==> config.mk <==
export PLATFORM = sky130hd
export DESIGN_NAME = j1708_tx_access_ctrl_flat
export DESIGN_NICKNAME = d
export VERILOG_FILES = /design/src/rtl/j1708_pkg.sv /design/src/rtl/j1708_tx_access_ctrl_if.sv /design/src/rtl/j1708_idle_timer.sv /design/src/rtl/j1708_tx_access_ctrl.sv /design/src/flat_wrapper.sv
export SDC_FILE = /design/constraint.sdc
export NUM_CORES = 1
export LEC_CHECK = 0
export CAP_MARGIN = 40
export CORE_UTILIZATION = 30
export CTS_CLUSTER_SIZE = 10
export DETAILED_ROUTE_END_ITERATION = 10
export PLACE_DENSITY = 0.6
export SYNTH_ARGS = -nofsm -noshare
export SYNTH_HDL_FRONTEND = slang
export SYNTH_HIERARCHICAL = 1
export SYNTH_SLANG_ARGS = --single-unit
==> constraint.sdc <==
create_clock -name clk -period 2.09 [get_ports clk]
set_input_delay 0.418 -clock clk [delete_from_list [all_inputs] [get_ports clk]]
set_output_delay 0.418 -clock clk [all_outputs]
set_load 0.02 [all_outputs]
==> src/rtl/j1708_pkg.sv <==
// Shared types and constants for the J1708 transmit path.
package j1708_pkg;

  localparam int unsigned BIT_TICKS_DEF      = 2500;
  localparam int unsigned IDLE_BASE_BITS_DEF = 12;
  localparam int unsigned PRIO_STEP_BITS     = 2;
  localparam int unsigned IDLE_CNT_W         = 5;
  localparam int unsigned IDLE_CNT_MAX       = (1 << IDLE_CNT_W) - 1;
  localparam int unsigned LEN_W              = 8;
  localparam int unsigned PRIO_W             = 3;
  localparam int unsigned RETRY_W            = 4;

  typedef enum logic [1:0] {
    IDLE,
    WAIT_ACCESS,
    SEND,
    BACKOFF
  } state_e;

  // Idle bit times required before this priority may take the bus.
  function automatic logic [IDLE_CNT_W-1:0] access_threshold(input int unsigned base,
                                                             input logic [PRIO_W-1:0] prio);
    return IDLE_CNT_W'(base + PRIO_STEP_BITS * 32'(prio));
  endfunction

endpackage

==> src/rtl/j1708_tx_access_ctrl_if.sv <==
// Handshake between the bus access controller and the byte serializer.
interface j1708_tx_access_ctrl_if;
  import j1708_pkg::*;

  logic             ser_start;
  logic [LEN_W-1:0] ser_len;
  logic             ser_busy;
  logic             ser_collision;

  modport master (output ser_start, output ser_len, input ser_busy, input ser_collision);
  modport slave  (input ser_start, input ser_len, output ser_busy, output ser_collision);
endinterface

==> src/rtl/j1708_idle_timer.sv <==
// Counts consecutive idle bit times on the J1708 bus, saturating; any low sample restarts it.
module j1708_idle_timer
  import j1708_pkg::*;
#(
  parameter int unsigned BIT_TICKS = BIT_TICKS_DEF
) (
  input  logic                  clk,
  input  logic                  rst_n,
  input  logic                  bus_rx,
  output logic [IDLE_CNT_W-1:0] bus_idle_bits
);

  localparam int unsigned TICK_W = (BIT_TICKS > 1) ? $clog2(BIT_TICKS) : 1;

  logic [TICK_W-1:0]     r_tick;
  logic [IDLE_CNT_W-1:0] r_bits;

  always_ff @(posedge clk or negedge rst_n) begin
    if (!rst_n) begin
      r_tick <= '0;
      r_bits <= '0;
    end else if (!bus_rx) begin
      r_tick <= '0;
      r_bits <= '0;
    end else if (r_tick == TICK_W'(BIT_TICKS - 1)) begin
      r_tick <= '0;
      if (r_bits != IDLE_CNT_W'(IDLE_CNT_MAX)) r_bits <= r_bits + IDLE_CNT_W'(1);
    end else begin
      r_tick <= r_tick + TICK_W'(1);
    end
  end

  assign bus_idle_bits = r_bits;

endmodule

==> src/rtl/j1708_tx_access_ctrl.sv <==
// J1708 transmit access control: waits for priority-dependent idle time, starts the
// serializer, and retries on collision up to MAX_RETRIES times.
module j1708_tx_access_ctrl
  import j1708_pkg::*;
#(
  parameter int unsigned BIT_TICKS      = BIT_TICKS_DEF,
  parameter int unsigned MAX_RETRIES    = 7,
  parameter int unsigned IDLE_BASE_BITS = IDLE_BASE_BITS_DEF
) (
  input  logic                  clk,
  input  logic                  rst_n,
  input  logic                  enable,
  input  logic                  tx_new,
  input  logic [LEN_W-1:0]      tx_len,
  input  logic [PRIO_W-1:0]     tx_prio,
  input  logic                  bus_rx,
  j1708_tx_access_ctrl_if.master ser,
  output logic                  tx_ready,
  output logic                  tx_error,
  output logic                  tx_overrun,
  output logic [IDLE_CNT_W-1:0] bus_idle_bits
);

  state_e                r_state;
  logic [LEN_W-1:0]      r_len;
  logic [PRIO_W-1:0]     r_prio;
  logic [RETRY_W-1:0]    r_retries;
  logic                  r_ser_start;
  logic                  r_tx_ready;
  logic                  r_tx_error;
  logic                  r_tx_overrun;
  logic                  r_busy_q;

  logic [IDLE_CNT_W-1:0] w_idle_bits;
  logic [IDLE_CNT_W-1:0] w_threshold;
  logic                  w_accept;
  logic                  w_busy_fell;

  j1708_idle_timer #(.BIT_TICKS(BIT_TICKS)) u_idle_timer (
    .clk           (clk),
    .rst_n         (rst_n),
    .bus_rx        (bus_rx),
    .bus_idle_bits (w_idle_bits)
  );

  assign w_threshold = access_threshold(IDLE_BASE_BITS, r_prio);
  assign w_accept    = tx_new & enable & r_tx_ready & (r_state == IDLE) & (tx_len != '0);
  assign w_busy_fell = r_busy_q & ~ser.ser_busy;

  always_ff @(posedge clk or negedge rst_n) begin
    if (!rst_n) begin
      r_state      <= IDLE;
      r_len        <= '0;
      r_prio       <= '0;
      r_retries    <= '0;
      r_ser_start  <= 1'b0;
      r_tx_ready   <= 1'b1;
      r_tx_error   <= 1'b0;
      r_tx_overrun <= 1'b0;
      r_busy_q     <= 1'b0;
    end else begin
      r_ser_start  <= 1'b0;
      r_tx_error   <= 1'b0;
      r_tx_overrun <= tx_new & ~w_accept;
      r_busy_q     <= ser.ser_busy;
      // Disable abandons the request; a frame already on the wire finishes by itself.
      if (!enable) begin
        r_state    <= IDLE;
        r_tx_ready <= 1'b1;
      end else begin
        case (r_state)
          IDLE: begin
            if (w_accept) begin
              r_len      <= tx_len;
              r_prio     <= tx_prio;
              r_retries  <= '0;
              r_tx_ready <= 1'b0;
              r_state    <= WAIT_ACCESS;
            end
          end
          WAIT_ACCESS: begin
            if (w_idle_bits >= w_threshold) begin
              r_ser_start <= 1'b1;
              r_state     <= SEND;
            end
          end
          SEND: begin
            // Collision takes precedence over a simultaneous busy fall.
            if (ser.ser_collision) begin
              if (r_retries == RETRY_W'(MAX_RETRIES)) begin
                r_tx_error <= 1'b1;
                r_tx_ready <= 1'b1;
                r_state    <= IDLE;
              end else begin
                r_state <= BACKOFF;
              end
            end else if (w_busy_fell) begin
              r_tx_ready <= 1'b1;
              r_state    <= IDLE;
            end
          end
          BACKOFF: begin
            r_retries <= r_retries + RETRY_W'(1);
            r_state   <= WAIT_ACCESS;
          end
          default: begin
            r_tx_ready <= 1'b1;
            r_state    <= IDLE;
          end
        endcase
      end
    end
  end

  assign ser.ser_start = r_ser_start;
  assign ser.ser_len   = r_len;
  assign tx_ready      = r_tx_ready;
  assign tx_error      = r_tx_error;
  assign tx_overrun    = r_tx_overrun;
  assign bus_idle_bits = w_idle_bits;

endmodule

==> src/flat_wrapper.sv <==
// flat-port wrapper written by rule: the top's interface ports become plain ports
module j1708_tx_access_ctrl_flat import j1708_pkg::*;
#(
  parameter int unsigned BIT_TICKS      = BIT_TICKS_DEF,
  parameter int unsigned MAX_RETRIES    = 7,
  parameter int unsigned IDLE_BASE_BITS = IDLE_BASE_BITS_DEF
)
  (clk, rst_n, enable, tx_new, tx_len, tx_prio, bus_rx, tx_ready, tx_error, tx_overrun, bus_idle_bits, ser_ser_start, ser_ser_len, ser_ser_busy, ser_ser_collision);
  j1708_tx_access_ctrl_if ser_i ();
  input  logic clk;
  input  logic rst_n;
  input  logic enable;
  input  logic tx_new;
  input  logic [LEN_W-1:0] tx_len;
  input  logic [PRIO_W-1:0] tx_prio;
  input  logic bus_rx;
  output logic tx_ready;
  output logic tx_error;
  output logic tx_overrun;
  output logic [IDLE_CNT_W-1:0] bus_idle_bits;
  output wire logic [$bits(ser_i.ser_start)-1:0] ser_ser_start;
  output wire logic [$bits(ser_i.ser_len)-1:0] ser_ser_len;
  input wire logic [$bits(ser_i.ser_busy)-1:0] ser_ser_busy;
  input wire logic [$bits(ser_i.ser_collision)-1:0] ser_ser_collision;
  assign ser_ser_start = ser_i.ser_start;
  assign ser_ser_len = ser_i.ser_len;
  assign ser_i.ser_busy = ser_ser_busy;
  assign ser_i.ser_collision = ser_ser_collision;
  j1708_tx_access_ctrl #(.BIT_TICKS(BIT_TICKS), .MAX_RETRIES(MAX_RETRIES), .IDLE_BASE_BITS(IDLE_BASE_BITS)) u_core (.clk(clk), .rst_n(rst_n), .enable(enable), .tx_new(tx_new), .tx_len(tx_len), .tx_prio(tx_prio), .bus_rx(bus_rx), .ser(ser_i), .tx_ready(tx_ready), .tx_error(tx_error), .tx_overrun(tx_overrun), .bus_idle_bits(bus_idle_bits));
endmodule
==> flow_metrics.tcl, run 1 <==
set metrics [dict create \
    status "finished with violations" \
    violations "design-rule violations" \
    synth_top_cell_by_area "dfrtp_1" \
    cts_hold_buf 0 \
    drv_cap 0 \
    syn2layout_area_growth_pct 28.7 \
    drc 4 \
    pre_cts_ws_ns -0.221 \
    drt_iter0_drc 96 \
    max_freq_mhz 498 \
    synth.area.top_cells "dfrtp_1 (47%), ha_1 (8.6%), mux2_2 (6.1%)" \
    hpwl_microns 3000 \
    die_area_sq_um 7110 \
    wirelength_microns 4090 \
    post-route-min-period_ns 2.01 \
    cts_root_buffer "clkbuf_8" \
    io_pins 35 \
    antenna_found_initial 0 \
    layoutNonFillerInstCount 308 \
    critical_path_arrival_ns 2.22 \
    synth_edf_count 0 \
    totalPowerFinal_mw 2.36 \
    final_nets 262 \
    n_antenna_cell 0 \
    vias 1515 \
    period_share 0.961 \
    maxSlewViolCount 0 \
    hold_path.class "input pin to async pin" \
    drive_above_1_share 0.182 \
    cts_resized 0 \
    utilization 0.405 \
    grt_pass1_vias 1514 \
    start_util 0.315 \
    worstPathRequired_ns 2.31 \
    fp.dieH_microns 84.4 \
    post-cts-setup-buffers 0 \
    ys_ff_latch 39 \
    grt_remaining_overflow 0 \
    cp_max_fo 5 \
    ir_drop_mv 0.519 \
    r2r_cells 8 \
    io_buffers 34 \
    htree_num_levels 2 \
    grtUsageTotal 0.126 \
    syn_inst 183 \
    drtAntennaViolNets 0 \
    worstSetupPathType "input pin to register" \
    synth_warnings 6 \
    gp_routability_congestion 0.766 \
    rows 29 \
    cts_tree "built" \
    grt_pass1_wl_microns 7070 \
    slew_headroom 0.663 \
    cts_buffer_depth 2 \
    finalSetupTns_ns 0 \
    power.leakage_nw 1.16 \
    synth_cell_type_count 46 \
    hold_ws_ns 0.171 \
    hold_viol_final 0 \
    crit_path_end_kind "register" \
    netlist.area_leader.share 0.467 \
    clk_latency_ns 0.29 \
    grt_max_degree 40 \
    core-area_sq_um 6460 \
    placedCellCount 300 \
    seq_area_frac_synth 0.480 \
    r2r_slack_ns 0.13 \
    final_common_cell "dfrtp_1" \
    final_cell_mix "dfrtp_1 (38), clkdlybuf4s50_1 (33), ha_1 (14), nor2_1 (13)" \
    setup_viol 0 \
    postSynthAreaPerCell_sq_um 11.1 \
    mappedNetlistNets 215 \
    async_reset_ff_frac 1.00 \
    cp-start-kind "input pin" \
    numClockSinks 39 \
    cts_buffers 5 \
    synthFlopType "dfrtp_1" \
    place_area_sq_um 2520 \
    syn_area_sq_um 2030 \
    fin_ws_ns 0.0814 \
    worst_slew_pin_slew_ns 0.506 \
    die_w_microns 84.4 \
    final_cell_area_sq_um 2620 \
    rsz0062_at_grt "false" \
    vias_per_cell 4.92 \
    p_per_area_nw_per_um2 902 \
    post_drt_wl_per_cell_microns 13.3 \
    skew_ns 0.00289 \
    clk_pin_slew_ns 0.07 \
    first_pass_iters 7 \
]
[cell type report]
class | instances | area (sq um)
fillers | 628 | 3840
multi-input cells | 130 | 1000
flip-flops and latches | 39 | 977
repair buffers | 43 | 403
clock buffers | 8 | 100
well taps | 77 | 96.3
inverters | 11 | 41.3
[state kept, by name (all words and copies together) (netlist names), 2 cells and up]
signal                             flops
u_core/r_prio                          3
u_core/r_retries                       4
u_core/r_state                         2
u_core/u_idle_timer/bus_idle_bits      5
u_core/ser.ser_len                     8
u_core/u_idle_timer/r_tick            12
[cell usage after synthesis (all sizes together), types with 2 or more instances]
| library cell | count |
|---|---|
| or3 | 2 |
| nand4 | 3 |
| ha | 14 |
| a31oi | 4 |
| nor2 | 15 |
| nand3 | 11 |
| nand2b | 2 |
| and4 | 3 |
| nand3b | 3 |
| dfrtp | 38 |
| mux2 | 11 |
| nor2b | 2 |
| xnor2 | 2 |
| nand2 | 10 |
| and3 | 6 |
| mux2i | 2 |
| and2 | 2 |
| xor2 | 8 |
| or4 | 3 |
| o211ai | 2 |
| o21ai | 6 |
| clkbuf | 2 |
| inv | 11 |
| a21oi | 7 |
[layer usage]
layer	GRT usage	up-vias	routed length [microns]
met5	0	-	0
met4	0.0508	0	76
met3	0.0206	5	176
met2	0.197	47	1840
met1	0.173	716	2000
li1	-	747	-
[report_power, final]
group	switching, mW	total, mW	internal [mW]	leakage, nW
Combinational	0.397	0.817	0.421	0.600
Sequential	0.0932	0.990	0.897	0.509
Clock	0.254	0.556	0.301	0.0515
[cells by family (layout without fill, tap and decap cells)]
family          after synthesis  in the layout  share of synthesized area
compound gates               27             27                     0.0953
xor+xnor                     10             10                     0.0431
fa+ha+maj                    14             14                     0.0861
buf+inv                      14             62                     0.0277
flops                        39             39                      0.480
mux                          13             13                     0.0707
simple gates                 66             66                      0.197
[worst max-delay path: stages]
cell,delay (ns)
clkdlybuf4s50_1,0.44
or4_4,0.57
o21ai_0,0.26
a21oi_1,0.19
a311o_1,0.34
[worst paths after layout]
path	from	end
setup / recovery	tx_len[1]	u_core/tx_ready
hold / removal	rst_n	u_core/r_prio[2]
setup reg to reg	u_core/r_prio[1]	u_core/r_state[0]
hold reg to reg	u_core/ser.ser_len[7]	u_core/ser.ser_len[7]
max in group asynchronous	rst_n	u_core/tx_ready
min in group clk	u_core/ser.ser_len[7]	u_core/ser.ser_len[7]
(Power assumes the default switching activity.)
==> run 2: changes to the inputs <==
- ABC_CLOCK_PERIOD_IN_PS: unset -> 1870
- clock period: 2.09 -> 1.87 ns (I/O delays scaled with it)
==> run 2 against run 1 <==
Effect of this change:
- cell count increased by 2.6%
- utilization rose by 2.2 points
- final area is 5.4% higher
- critical endpoint is now u_core/r_state[0]
- highest routed layer unchanged
- combinational power up 41%
- clock-buffer cell count down 3
- via count increased by 3.6%
- the flow still finishes with violations (design-rule violations)
- hold slack worse by 0.036 ns
- sequential share of layout area decreased by 1.9 points
- first-iteration DRC count shrank 27%
==> flow_metrics.tcl, run 2 (same netlist as run 1, synthesis figures left out) <==
set metrics [dict create \
    die_area_sq_um 7110 \
    pre_cts_ws_ns -0.393 \
    syn2layout_area_growth_pct 35.7 \
    numClockSinks 39 \
    cts_buffers 5 \
    utilization 0.427 \
    maxSlewViolCount 0 \
    grt_pass1_vias 1589 \
    power.leakage_nw 1.27 \
    grtUsageTotal 0.128 \
    final_cell_mix "dfrtp_1 (38), clkdlybuf4s50_1 (25), buf_4 (15), nor2_1 (13)" \
    final_common_cell "dfrtp_1" \
    rsz0062_at_grt "true" \
    first_pass_iters 7 \
    io_pins 35 \
    grt_max_degree 40 \
    status "finished with violations" \
    vias_per_cell 4.97 \
    top_register "u_core/u_idle_timer/r_tick" \
    critical_path_arrival_ns 2.03 \
    r2r_cells 8 \
    antenna_found_initial 0 \
    hold_path.class "input pin to async pin" \
    slew_headroom 0.666 \
    worst_slew_pin_slew_ns 0.501 \
    post-route-min-period_ns 1.83 \
    worstSetupPathType "register to register" \
    ir_drop_mv 0.884 \
    rows 29 \
    clk_pin_slew_ns 0.08 \
    n_antenna_cell 0 \
    drtAntennaViolNets 0 \
    grt_pass1_wl_microns 7290 \
    cts_buffer_depth 2 \
    drive_above_1_share 0.255 \
    place_area_sq_um 2570 \
    skew_ns 0.00965 \
    core-area_sq_um 6460 \
    cts_root_buffer "clkbuf_8" \
    fin_ws_ns 0.0399 \
    r2r_end "u_core/r_state[0]" \
    final_cell_area_sq_um 2760 \
    period_share 0.979 \
    cts_tree "built" \
    p_per_area_nw_per_um2 1010 \
    cts_hold_buf 0 \
    max_freq_mhz 546 \
    vias 1569 \
    r2r_slack_ns 0.04 \
    cp-start-kind "register" \
    start_util 0.315 \
    gp_routability_congestion 0.769 \
    post_drt_wl_per_cell_microns 13.3 \
    drv_cap 0 \
    io_buffers 34 \
    violations "design-rule violations" \
    clk_latency_ns 0.29 \
    grt_remaining_overflow 0 \
    largest_register_ffs 12 \
    final_nets 270 \
    cp_max_fo 3 \
    crit_path_end_kind "register" \
    drt_iter0_drc 70 \
    wirelength_microns 4200 \
    drc 5 \
    hpwl_microns 3010 \
    die_w_microns 84.4 \
    setup_viol 0 \
    timing.rr.start "u_core/r_prio[2]" \
    hold_ws_ns 0.134 \
    htree_num_levels 2 \
    worstPathRequired_ns 2.07 \
    fp.dieH_microns 84.4 \
    hold_viol_final 0 \
]
-- run 2: changes by cell type in the layout (fill, tap and decap cells not counted), sizes merged --
cell           change
clkinv             +3
dlymetal6s2s       +1
dlygate4sd2        +7
clkbuf             -3
clkdlybuf4s50      -8
buf                +8
-- run 2: power by group --
group	switching, mW	internal, mW
logic	0.529	0.621
clock network	0.289	0.255
registers	0.0965	1.00
-- run 2: worst max-delay path by stage --
stage / from / endpoint / slack (ns) / cells after the start
after floorplan: tx_len[5] / u_core/r_prio[0] / 0.07 / 4
after global placement: tx_len[5] / u_core/ser.ser_len[0] / -0.37 / 5
after detailed placement: tx_len[5] / u_core/ser.ser_len[3] / -0.39 / 5
after CTS: tx_len[2] / u_core/ser.ser_len[3] / 0.02 / 5
after global routing: u_core/r_prio[2] / u_core/r_state[0] / -0.13 / 8
final: u_core/r_prio[2] / u_core/r_state[0] / 0.04 / 8
-- run 2: area by class of cell --
| type | instances | area, sq um |
|---|---|---|
| Inverter | 11 | 41.3 |
| Multi-Input combinational cell | 130 | 1100 |
| Fill cell | 633 | 3700 |
| Sequential cell | 39 | 977 |
| Tap cell | 77 | 96.3 |
| Timing Repair Buffer | 51 | 464 |
| Clock inverter | 3 | 15.0 |
| Clock buffer | 5 | 68.8 |
-- run 2: per-stage QoR --
| step | TNS (ns) | power, mW | instances |
|---|---|---|---|
| 4_1_cts | 0 | 2.72 | 315 |
| 5_1_grt | -0.174 | 2.98 | 316 |
| 3_5_place_dp | -6.42 | 2.08 | 307 |
| 6_report | 0 | 2.79 | 316 |
| 2_1_floorplan | 0 | 1.63 | 183 |
| 3_3_place_gp | -6.19 | 2.07 | 307 |
-- run 2: critical path: stages (launching register included) --
cell,delay (ns)
dfrtp_1,0.41
inv_2,0.08
ha_4,0.20
ha_4,0.25
o211ai_1,0.09
a31oi_2,0.19
nand3b_1,0.22
a21oi_2,0.08
a311oi_2,0.23
-- run 2: metal layers --
metal / track usage / up-vias / wire (microns)
li1: - / 759 / -
met1: 0.175 / 768 / 2110
met2: 0.203 / 37 / 1870
met3: 0.0236 / 5 / 164
met4: 0.0431 / 0 / 54
met5: 0 / - / 0
-- run 2: repair_timing --
action / in CTS / in global routing
hold endpoints to repair: 0 / 0
endpoints found under the setup margin: 16 / 14
pin swaps: 4 / 7
setup buffers: 0 / 1
gates resized for setup: 19 / 11
==> run 3: changes to the inputs <==
- CTS_CLUSTER_DIAMETER: unset -> 150
==> results of run 3 <==
No change in the layout: final DEF, timing and power equal those of run 2.
